### src/rtl/dev_package.sv
// Shared types for the elastic pipeline: payload register flavour and stage bound.
package dev_package;

  typedef enum logic {
    DFF   = 1'b0,
    DFF_R = 1'b1
  } dff_type_t;

  localparam int MAX_STAGES = 64;

endpackage

### src/rtl/d_elastic_pipe_if.sv
// Upstream/downstream bundle of the elastic pipeline, seen from the pipe as slave.
interface d_elastic_pipe_if #(
  parameter type T      = bit,
  parameter int  STAGES = 2
);
  localparam int CW = $clog2(STAGES + 1);

  // Handshake: a payload moves upstream->pipe when in_valid && out_ready, and
  // pipe->downstream when out_valid && in_ready, both sampled at the same rising
  // edge. A valid payload is never withdrawn or altered while it waits for ready.
  T              in_value;
  logic          in_valid;
  logic          out_ready;
  T              out_value;
  logic          out_valid;
  logic          in_ready;
  logic          in_flush;
  logic [CW-1:0] out_count;

  modport master (
    output in_value, in_valid, in_ready, in_flush,
    input  out_ready, out_value, out_valid, out_count
  );

  modport slave (
    input  in_value, in_valid, in_ready, in_flush,
    output out_ready, out_value, out_valid, out_count
  );

endinterface

### src/rtl/d_elastic_stage.sv
// One pipeline stage: payload register, valid bit and pass-through ready.
module d_elastic_stage #(
  parameter type T = bit
) (
  input  logic clk,
  input  logic clear,
  input  logic wipe,
  input  T     up_value,
  input  logic up_valid,
  input  logic down_ready,
  output logic ready,
  output T     value,
  output logic valid
);

  // An empty stage is always ready, so stalled payloads slide into bubbles.
  assign ready = !valid || down_ready;

  always_ff @(posedge clk) begin
    if (clear) begin
      valid <= 1'b0;
    end else if (ready) begin
      valid <= up_valid;
    end
  end

  always_ff @(posedge clk) begin
    if (wipe) begin
      value <= '0;
    end else if (!clear && ready && up_valid) begin
      value <= up_value;
    end
  end

endmodule

### src/rtl/d_elastic_pipe.sv
// Elastic register pipeline: a chain of stages with bubble collapse, flush/reset
// gating and a registered occupancy count.
module d_elastic_pipe
  import dev_package::*;
#(
  parameter type       T        = bit,
  parameter int        STAGES   = 2,
  parameter dff_type_t DFF_TYPE = DFF
) (
  input logic             in_clock,
  input logic             in_reset,
  d_elastic_pipe_if.slave bus
);
  localparam int CW = $clog2(STAGES + 1);

  if (STAGES < 1 || STAGES > MAX_STAGES) begin : g_bad_stages
    $error("d_elastic_pipe: STAGES must be within 1..64");
  end

  logic          clear;
  logic          wipe;
  logic          up_xfer;
  logic          dn_xfer;
  logic [CW-1:0] count_q;

  assign clear = in_reset | bus.in_flush;
  assign wipe  = in_reset & (DFF_TYPE == DFF_R);

  for (genvar k = 0; k < STAGES; k++) begin : g_stage
    T     up_value;
    T     value;
    logic up_valid;
    logic down_ready;
    logic ready;
    logic valid;

    if (k == 0) begin : g_head
      assign up_value = bus.in_value;
      assign up_valid = bus.in_valid;
    end else begin : g_body
      assign up_value = g_stage[k-1].value;
      assign up_valid = g_stage[k-1].valid;
    end

    if (k == STAGES - 1) begin : g_tail
      assign down_ready = bus.in_ready;
    end else begin : g_link
      assign down_ready = g_stage[k+1].ready;
    end

    d_elastic_stage #(.T(T)) u_stage (
      .clk        (in_clock),
      .clear      (clear),
      .wipe       (wipe),
      .up_value   (up_value),
      .up_valid   (up_valid),
      .down_ready (down_ready),
      .ready      (ready),
      .value      (value),
      .valid      (valid)
    );
  end

  // Reset blocks intake outright; a flush swallows whatever is offered.
  assign bus.out_ready = in_reset ? 1'b0 : (bus.in_flush ? 1'b1 : g_stage[0].ready);
  assign bus.out_value = g_stage[STAGES-1].value;
  assign bus.out_valid = g_stage[STAGES-1].valid;
  assign bus.out_count = count_q;

  assign up_xfer = bus.in_valid & g_stage[0].ready;
  assign dn_xfer = g_stage[STAGES-1].valid & bus.in_ready;

  // Internal moves keep the population constant, so only the two ends count.
  always_ff @(posedge in_clock) begin
    if (clear) begin
      count_q <= '0;
    end else begin
      count_q <= count_q + CW'(up_xfer) - CW'(dn_xfer);
    end
  end

endmodule

### src/flat_wrapper.sv
// flat-port wrapper written by rule: the top's interface ports become plain ports
module d_elastic_pipe_flat import dev_package::*;
#(
  parameter type       T        = bit,
  parameter int        STAGES   = 2,
  parameter dff_type_t DFF_TYPE = DFF
)
  (in_clock, in_reset, bus_in_value, bus_in_valid, bus_in_ready, bus_in_flush, bus_out_ready, bus_out_value, bus_out_valid, bus_out_count);
  d_elastic_pipe_if #(.T(T), .STAGES(STAGES)) bus_i ();
  input logic in_clock;
  input logic in_reset;
  input wire logic [$bits(bus_i.in_value)-1:0] bus_in_value;
  input wire logic [$bits(bus_i.in_valid)-1:0] bus_in_valid;
  input wire logic [$bits(bus_i.in_ready)-1:0] bus_in_ready;
  input wire logic [$bits(bus_i.in_flush)-1:0] bus_in_flush;
  output wire logic [$bits(bus_i.out_ready)-1:0] bus_out_ready;
  output wire logic [$bits(bus_i.out_value)-1:0] bus_out_value;
  output wire logic [$bits(bus_i.out_valid)-1:0] bus_out_valid;
  output wire logic [$bits(bus_i.out_count)-1:0] bus_out_count;
  assign bus_i.in_value = bus_in_value;
  assign bus_i.in_valid = bus_in_valid;
  assign bus_i.in_ready = bus_in_ready;
  assign bus_i.in_flush = bus_in_flush;
  assign bus_out_ready = bus_i.out_ready;
  assign bus_out_value = bus_i.out_value;
  assign bus_out_valid = bus_i.out_valid;
  assign bus_out_count = bus_i.out_count;
  d_elastic_pipe #(.T(T), .STAGES(STAGES), .DFF_TYPE(DFF_TYPE)) u_core (.in_clock(in_clock), .in_reset(in_reset), .bus(bus_i));
endmodule
### config.mk
export PLATFORM = sky130hd
export DESIGN_NAME = d_elastic_pipe_flat
export DESIGN_NICKNAME = d
export VERILOG_FILES = /design/src/rtl/dev_package.sv /design/src/rtl/d_elastic_pipe_if.sv /design/src/rtl/d_elastic_stage.sv /design/src/rtl/d_elastic_pipe.sv /design/src/flat_wrapper.sv
export SDC_FILE = /design/constraint.sdc
export NUM_CORES = 1
export LEC_CHECK = 0
export ABC_AREA = 1
export CAP_MARGIN = 0
export CORE_AREA = 2 2 39 41
export CTS_CLUSTER_SIZE = 12
export DETAILED_ROUTE_END_ITERATION = 16
export DIE_AREA = 0 0 41 43
export HOLD_SLACK_MARGIN = 0.1
export PLACE_DENSITY = 0.53
export SYNTH_ARGS = -nofsm -noshare
export SYNTH_HDL_FRONTEND = slang
export SYNTH_SLANG_ARGS = --single-unit
### constraint.sdc
create_clock -name in_clock -period 1.1 [get_ports in_clock]
set_input_delay 0.11 -clock in_clock [delete_from_list [all_inputs] [get_ports in_clock]]
set_output_delay 0.11 -clock in_clock [all_outputs]
set_load 0.05 [all_outputs]
Yosys cells after proc, flatten, opt, wreduce, memory -nomap -nowiden
Cells that the tools add are included.
- add/sub/neg operators: 2
- reduce and logical (&&, ||, !) cells: 9
- bitwise logic cells: 3
- multiplexer cells: 2
- operators by type and width (operator ; number):
    1-bit logical AND ; 4
    1-bit logical NOT ; 3
    2-bit by 1-bit adder with 2-bit output ; 1
    1-bit AND ; 2
    1-bit logical OR ; 2
    1-bit two-way mux ; 2
    2-bit by 1-bit subtractor with 2-bit output ; 1
    1-bit OR ; 1
- input port bits: 6
- flip-flop bits (word level): 6
- output and inout bits: 5
- word-level logic and storage cells: 21

Longest topological paths before layout
Gate-level depths: netlist of the first run.
- depth in word-level cells: 6
- gate-level depth with buffers: 11
- depth with buffers taken out: 11

Cells and area by module
A second synthesis of the first run with hierarchy kept.
- cell total of the unflattened synthesis: 49
- area, all modules: 327.8 um^2
- by module, submodules not included (module ; area each (um^2) ; cells each ; seq. area each (um^2) ; instances):
    d_elastic_stage ; 90.1 ; 13 ; 40.0 ; 2
    d_elastic_pipe ; 147.6 ; 23 ; 40.0 ; 1

Least setup slack after synthesis of the first run
No wires, ideal clock.
- path type: reg2reg
- start point: reg u_core.g_stage[1].u_stage.valid
- end point: reg u_core.count_q[1] (netlist: u_core.bus.out_count[1])
- cell stages (with the launch flop): 9
- slack: -487 ps
- data arrival time: 1472 ps
- cell sequence: dfxtp_1 > nand2_1 > inv_1 > ha_1 > inv_1 > ha_1 > nand2_1 > a21oi_1 > nor2_1
- longest elaborated chain between the ends: 6
- RTL lines (element ; line ; source):
    start: declaration ; d_elastic_stage.sv:13 ; output logic valid
    start signal: assignment ; d_elastic_stage.sv:23 ; valid <= up_valid;
    1-bit logical NOT ; d_elastic_stage.sv:17 ; assign ready = !valid || down_ready;
    1-bit logical OR (2 in a row) ; d_elastic_stage.sv:17 ;
    1-bit AND ; d_elastic_pipe.sv:70 ; assign up_xfer = bus.in_valid & g_stage[0].ready;
    2-bit by 1-bit adder with 2-bit output ; d_elastic_pipe.sv:78 ; count_q <= count_q + CW'(up_xfer) - CW'(dn_xfer);
    2-bit by 1-bit subtractor with 2-bit output (*) ; d_elastic_pipe.sv:78 ;
    end signal: assignment ; d_elastic_pipe.sv:78 ;
    end: declaration ; d_elastic_pipe.sv:24 ; logic [CW-1:0] count_q;
Every way passes the cells marked *; elsewhere a longest branch is shown, timed or not.
A chain may end at the register's enable or synchronous reset.

Worst setup path in the final report of the first run
- start point: reg u_core.g_stage[1].u_stage.valid
- end point: out bus_out_ready
- longest elaborated chain between the ends: 5
- RTL lines (element ; line ; source):
    1-bit logical NOT ; d_elastic_stage.sv:17 ;
    1-bit logical OR (2 in a row) ; d_elastic_stage.sv:17 ;
    1-bit two-way mux (2 in a row) ; d_elastic_pipe.sv:65 ; assign bus.out_ready = in_reset ? 1'b0 : (bus.in_flush ? 1'b1 : g_stage[0].ready);
    end: declaration ; flat_wrapper.sv:16 ; output wire logic [$bits(bus_i.out_ready)-1:0] bus_out_ready;
No other way between the ends.

==> impl_metrics.csv, run 1 <==
group,metric,value,unit
outcome,status,"finished, violations left",
outcome,violations,"negative setup slack",
timing,period_needed,1.29,ns
die,rows,14,
routing,drc,0,
layout,layout.nets,69,
layout,final_common_cell,"buf_4",
clocking,cts_num_sinks,6,
worst_hold_path,hold_path_class,"reg2reg",
placed_design,gp_congestion,0.670,
critical_path,cp_cell_sequence,"inv_2, nor2_4, nand2_2, buf_6, nor2_4, nor2_4, buf_12",
global_route,antenna_found_initial,0,
timing,finalCritPeriodShare,118,%
critical_path,r2r-start,"u_core.g_stage[1].u_stage.valid$_SDFFE_PP0P_",
logic_synthesis,syn_inst,38,
clocking,cts_tree,"built",
logic_synthesis,synth_top_area_share,26.4,%
global_route,first_global_vias,296,
timing,rsz0062_at_grt,"true",
die,die_x,41,um
layout,final_cell_mix,"buf_4, inv_2, nand2_2, buf_12",
timing,whs,0.415,ns
logic_synthesis,synth.distinct_cells,13,
placed_design,dpl.hpwl,490,um
die,io_pins,11,
die,die_area,1760,um2
clocking,clk_pin_slew_worst_paths,0.05,ns
critical_path,path_delay_family,"flip-flops",
timing,setup_viol,3,
logic_synthesis,ys_ff_latch,6,
timing,clock.fmax,0.773,GHz
layout,fill_cells,136,
power_and_ir_drop,p_per_area,935,nW/um2
global_route,grt_first_pass_wirelength,1120,um
critical_path,worstReg2RegEnd,"u_core.bus.out_count[1]$_SDFF_PP0_",
clocking,cts_buffers,3,
die,core_area,1380,um2
routing,ant_nets,0,
global_route,grt_max_degree,4,
logic_synthesis,syn_area,303,um2
clocking,clockBufferDepth,2,
critical_path,critPathMaxStageDelay,0.35,ns
timing,maxSlewHeadroom,87.6,%
layout,area_growth,104,%
power_and_ir_drop,p_leak,0.270,nW
critical_path,crit_fanout,3,
critical_path,r2r_setup_slack,-0.14,ns
clocking,cts-root-buf,"clkbuf_4",
critical_path,path_class,"reg2out",
clocking,clkLatencyLatePin,0.24,ns
clocking,cts-htree-levels,1,
logic_synthesis,avgSynthCellArea,7.97,um2
placed_design,place_area,543,um2
critical_path,cp.required,0.99,ns
routing,via_count,303,
timing,finalHoldViolCount,0,
layout,antenna_cells,0,
die,die_h,43,um
layout,final_cell_area,617,um2
worst_hold_path,hold_depth,0,
critical_path,reg2regPathDepth,9,
global_route,grt_usage,10.2,%
placed_design,port_buffers,10,
logic_synthesis,synthTopCellsByArea,"dfxtp_1, edfxtp_1, inv_1, nand2_1, ha_1",
logic_synthesis,synth_top_area_cell,"dfxtp_1",
critical_path,arrival,1.18,ns
routing,drt-pass1-iter-count,2,
critical_path,crit_buf_inv,3,
critical_path,crit_top_cell,"nor2_4",
critical_path,cp-end-kind,"output port",
power_and_ir_drop,max-vdd-ir-drop,0.342,mV
critical_path,setup.worst_path.start_class,"flop",
timing,slew_viol_final,0,
layout,drive_gt1_share,64.4,%
logic_synthesis,ys_warn_count,0,
die,start_util,21.9,%
routing,wl_per_cell,8.75,um
timing,tightest_slew,0.186,ns
worst_hold_path,worstHoldEndpoint,"u_core.g_stage[1].u_stage.value$_DFFE_PP_",
critical_path,cp_slowest_cell,"dfxtp_4",
logic_synthesis,yosysSeqAreaShare,46.3,%
routing,wl,656,um
routing,drt_iter0_drc,3,
logic_synthesis,syn-num-nets,46,
routing,via_per_inst,4.04,
flow_run,drv_cap,0,
timing,clock_skew,0.00840,ns
timing,finalWorstSetupSlack,-0.194,ns
worst_hold_path,hold_path.startpoint,"u_core.g_stage[0].u_stage.value$_DFFE_PP_",
power_and_ir_drop,total_power,0.576,mW
global_route,overflow,0,
-- flip-flops by register name (all words and copies together) (netlist names) --
| signal | flops |
|---|---|
| u_core.bus.out_count | 2 |
| u_core.g_stage.u_stage.valid | 2 |
| u_core.g_stage.u_stage.value | 2 |
-- layer usage --
| layer | wire length, um | global-route usage, % | up-vias |
|---|---|---|---|
| met1 | 227 | 9.77 | 137 |
| met3 | 45 | 3.66 | 2 |
| met2 | 358 | 15.3 | 10 |
| met5 | 0 | 0 | - |
| met4 | 25 | 10.0 | 0 |
| li1 | - | - | 154 |
-- stage by stage --
step,cells,worst slack (ns),setup TNS (ns),utilization [%]
after floorplan,38,-0.219,-0.355,-
after global placement,71,-0.460,-1.31,39.2
after detailed placement,71,-0.512,-1.43,39.2
after CTS,75,-0.217,-0.433,43.8
after global routing,75,-0.262,-0.565,44.6
final,75,-0.194,-0.388,44.6
-- worst max path at each step --
stage / cells past startpoint / slack (ns) / end / startpoint
after CTS: 7 / -0.22 / bus_out_ready / u_core.g_stage[1].u_stage.valid$_SDFFE_PP0P_
after detailed placement: 11 / -0.51 / u_core.bus.out_count[1]$_SDFF_PP0_ / bus_in_ready
final: 7 / -0.19 / bus_out_ready / u_core.g_stage[1].u_stage.valid$_SDFFE_PP0P_
after floorplan: 9 / -0.22 / u_core.bus.out_count[1]$_SDFF_PP0_ / u_core.g_stage[1].u_stage.valid$_SDFFE_PP0P_
after global placement: 11 / -0.46 / u_core.bus.out_count[1]$_SDFF_PP0_ / bus_in_ready
after global routing: 7 / -0.26 / bus_out_ready / u_core.g_stage[1].u_stage.valid$_SDFFE_PP0P_
-- what timing repair did --
item / 4_1_cts / 5_1_grt
pin swaps: 0 / 5
gates resized for setup: 8 / 6
hold buffers: 0 / 0
endpoints found under the hold margin: 0 / 0
buffers inserted: 1 / 0
gates cloned: 0 / 0
endpoints found under the setup margin: 3 / 3
-- area by class of cell --
type                       count  area [um2]  area share [%]
clock buffer                   3        22.5            3.65
timing repair buffer          18         213            34.5
tap                           16        20.0            3.25
multi-input combinational     22         176            28.6
inverter                      10        37.5            6.09
sequential                     6         148            23.9
-- worst reg2reg max path: cells and delay by family, from the launching register on --
kind            cells  cell delay (ns)
compound gates      1             0.11
buf+inv             3             0.12
fa+ha+maj           2             0.40
flops               1             0.34
simple gates        3             0.17
-- where the power goes --
part	switching (mW)	total [mW]	internal, mW
Clock	0.0802	0.204	0.124
Sequential	0.00427	0.238	0.233
Combinational	0.0640	0.135	0.0711
Total	0.148	0.576	0.428
-- cells in the mapped netlist, drive strengths merged --
cell type and instances:
a21oi 2, dfxtp 4, edfxtp 2, ha 2, inv 10, nand2 9, nand3 1, nor2 8
-- cell families (layout without fill, tap and decap cells) --
| kind of cell | after synthesis | count (layout) | share of synthesized area, % |
|---|---|---|---|
| AND/OR/NAND/NOR | 18 | 18 | 28.5 |
| buffers and inverters | 10 | 31 | 12.4 |
| flip-flops | 6 | 6 | 46.3 |
| adder cells (fa/ha/maj) | 2 | 2 | 8.26 |
| AO/OA/AOI/OAI | 2 | 2 | 4.54 |
No activity file was read; power rests on OpenSTA's default activity.
==> run 2: changes to the inputs <==
Settings changed: GPL_TIMING_DRIVEN from default to 0.
==> run 2 against run 1 <==
Sequential power about the same. Core utilization decreased by 5.7 points. Critical path depth rose by 2. The flow still finishes with violations (negative setup slack). Clock power rose by 9%. Combinational power down 24%. Routed wire length decreased by 13%. Clock-buffer cell count rose by 1. First-iteration DRC count decreased by 100%. Largest power group unchanged. Global-route usage is 2.1 points lower. Non-clock buffer count decreased by 5. Hold slack better by 0.0055 ns.
==> impl_metrics.csv, run 2 (same netlist as run 1, synthesis figures left out) <==
group,metric,value,unit
critical_path,critPathMaxStageDelay,0.34,ns
layout,area_growth,77.7,%
timing,setup_viol,4,
clocking,cts_buffers,3,
clocking,clockBufferDepth,2,
power_and_ir_drop,internal_power,0.416,mW
clocking,cts_num_sinks,6,
clocking,cts-htree-levels,1,
critical_path,path_delay_family,"adder cells",
routing,wl,571,um
power_and_ir_drop,seqPwrFrac,42.1,%
routing,drc,0,
power_and_ir_drop,switching_share,26.2,%
outcome,violations,"negative setup slack",
critical_path,crit_fanout,3,
worst_hold_path,hold_path_class,"reg2reg",
placed_design,dpl.hpwl,404,um
global_route,grt_first_pass_wirelength,952,um
clocking,clkLatencyLatePin,0.25,ns
die,io_pins,11,
die,rows,14,
layout,drive_gt1_share,60.0,%
critical_path,cp-end-kind,"flop",
global_route,overflow,0,
timing,maxSlewHeadroom,68.1,%
power_and_ir_drop,clockPowerShare,39.6,%
global_route,grt_max_degree,5,
global_route,grt_usage,8.06,%
clocking,cts_tree,"built",
timing,finalCritPeriodShare,114,%
critical_path,path_class,"reg2reg",
placed_design,gp_congestion,0.657,
layout,utilization,38.9,%
power_and_ir_drop,max-vdd-ir-drop,0.360,mV
layout,layout.nets,64,
routing,via_count,279,
routing,drt_iter0_drc,0,
power_and_ir_drop,power.switching,0.148,mW
layout,antenna_cells,0,
routing,wl_per_cell,8.04,um
critical_path,setup.worst_path.start_class,"flop",
timing,finalHoldViolCount,0,
critical_path,cp.required,1.24,ns
global_route,first_global_vias,289,
clocking,cts-root-buf,"clkbuf_4",
timing,slew_viol_final,0,
power_and_ir_drop,p_leak,0.242,nW
clocking,postCtsHoldBufs,0,
timing,period_needed,1.25,ns
routing,drt-pass1-iter-count,1,
timing,rsz0062_at_grt,"true",
global_route,antenna_found_initial,0,
routing,via_per_inst,3.93,
layout,final_cell_mix,"inv_2, nand2_2, nor2_1, nand2_1, clkdlybuf4s50_1",
outcome,status,"finished, violations left",
die,die_x,41,um
critical_path,crit_buf_inv,3,
layout,fill_cells,151,
die,start_util,21.9,%
timing,clock.fmax,0.801,GHz
die,die_area,1760,um2
layout,final_cell_area,538,um2
timing,clock_skew,0.00329,ns
clocking,clk_pin_slew_worst_paths,0.05,ns
placed_design,port_buffers,10,
layout,final_common_cell,"inv_2",
critical_path,crit_top_cell,"inv_2",
power_and_ir_drop,p_per_area,1050,nW/um2
critical_path,cp_slowest_cell,"dfxtp_4",
critical_path,cp_cell_sequence,"nand2_2, inv_2, ha_4, inv_2, ha_4, inv_2, nand2_2, a21oi_2, nor2_1",
timing,finalWorstSetupSlack,-0.149,ns
timing,tightest_slew,0.480,ns
placed_design,place_area,440,um2
flow_run,drv_cap,0,
power_and_ir_drop,p_comb_share,18.2,%
die,die_h,43,um
die,core_area,1380,um2
routing,ant_nets,0,
critical_path,arrival,1.39,ns
-- run 2: cell count changes in the layout (fill, tap and decap cells not counted), sizes merged --
cell / previous run / this run
dlygate4sd2: 1 / 2
buf: 13 / 5
clkdlybuf4s15: 0 / 2
clkbuf: 3 / 4
-- run 2: what timing repair did --
action	CTS	global route
endpoints found under the setup margin	7	4
gates resized for setup	33	2
pin swaps	6	7
cloned	0	0
buffers inserted	2	1
-- run 2: routing by layer --
| layer | vias up | track usage (%) | part of all wire, % |
|---|---|---|---|
| li1 | 146 | - | - |
| met1 | 119 | 8.12 | 39 |
| met2 | 12 | 12.5 | 51 |
| met3 | 2 | 3.14 | 8.2 |
| met4 | 0 | 6.00 | 2.3 |
| met5 | - | 0 | 0 |
-- run 2: layout make-up --
| cell class | count | area, um2 | share of cell area (%) |
|---|---|---|---|
| tap | 16 | 20.0 | 3.72 |
| timing repair buffer | 13 | 123 | 22.8 |
| inverter | 10 | 37.5 | 6.98 |
| sequential | 6 | 148 | 27.4 |
| multi-input combinational | 22 | 184 | 34.2 |
| clock buffer | 4 | 26.3 | 4.88 |
-- run 2: power by group through the flow --
stage                     Sequential, mW  Combinational (mW)  Clock (mW)
after global routing               0.238               0.112       0.244
final                              0.238               0.103       0.223
after detailed placement           0.241              0.0880           0
after floorplan                    0.256              0.0351           0
after global placement             0.241              0.0868           0
after CTS                          0.238              0.0994       0.232
-- run 2: final timing paths --
path | start | endpoint | slack (ns) | depth (start not counted)
worst max register to register | u_core.g_stage[1].u_stage.valid$_SDFFE_PP0P_ | u_core.bus.out_count[1]$_SDFF_PP0_ | -0.15 | 9
worst min register to register | u_core.g_stage[0].u_stage.value$_DFFE_PP_ | u_core.g_stage[1].u_stage.value$_DFFE_PP_ | 0.42 | 0
worst max-delay path | u_core.g_stage[1].u_stage.valid$_SDFFE_PP0P_ | u_core.bus.out_count[1]$_SDFF_PP0_ | -0.15 | 9
worst min-delay path | u_core.g_stage[0].u_stage.value$_DFFE_PP_ | u_core.g_stage[1].u_stage.value$_DFFE_PP_ | 0.42 | 0
-- run 2: per-stage QoR --
step	setup TNS (ns)	power (mW)	std cells	hold WS, ns	worst slack (ns)
2_1_floorplan	-0.355	0.291	38	0.209	-0.219
3_3_place_gp	-2.43	0.328	64	0.402	-0.721
3_5_place_dp	-2.49	0.329	64	0.412	-0.721
4_1_cts	-0.461	0.569	70	0.424	-0.142
5_1_grt	-0.688	0.595	71	0.434	-0.216
6_report	-0.451	0.564	71	0.420	-0.149
==> run 3: changes to the inputs <==
Settings changed: ABC_CLOCK_PERIOD_IN_PS from default to 1100.
==> results of run 3 <==
Same layout as run 2: the final DEF is identical, and so are final timing and power.
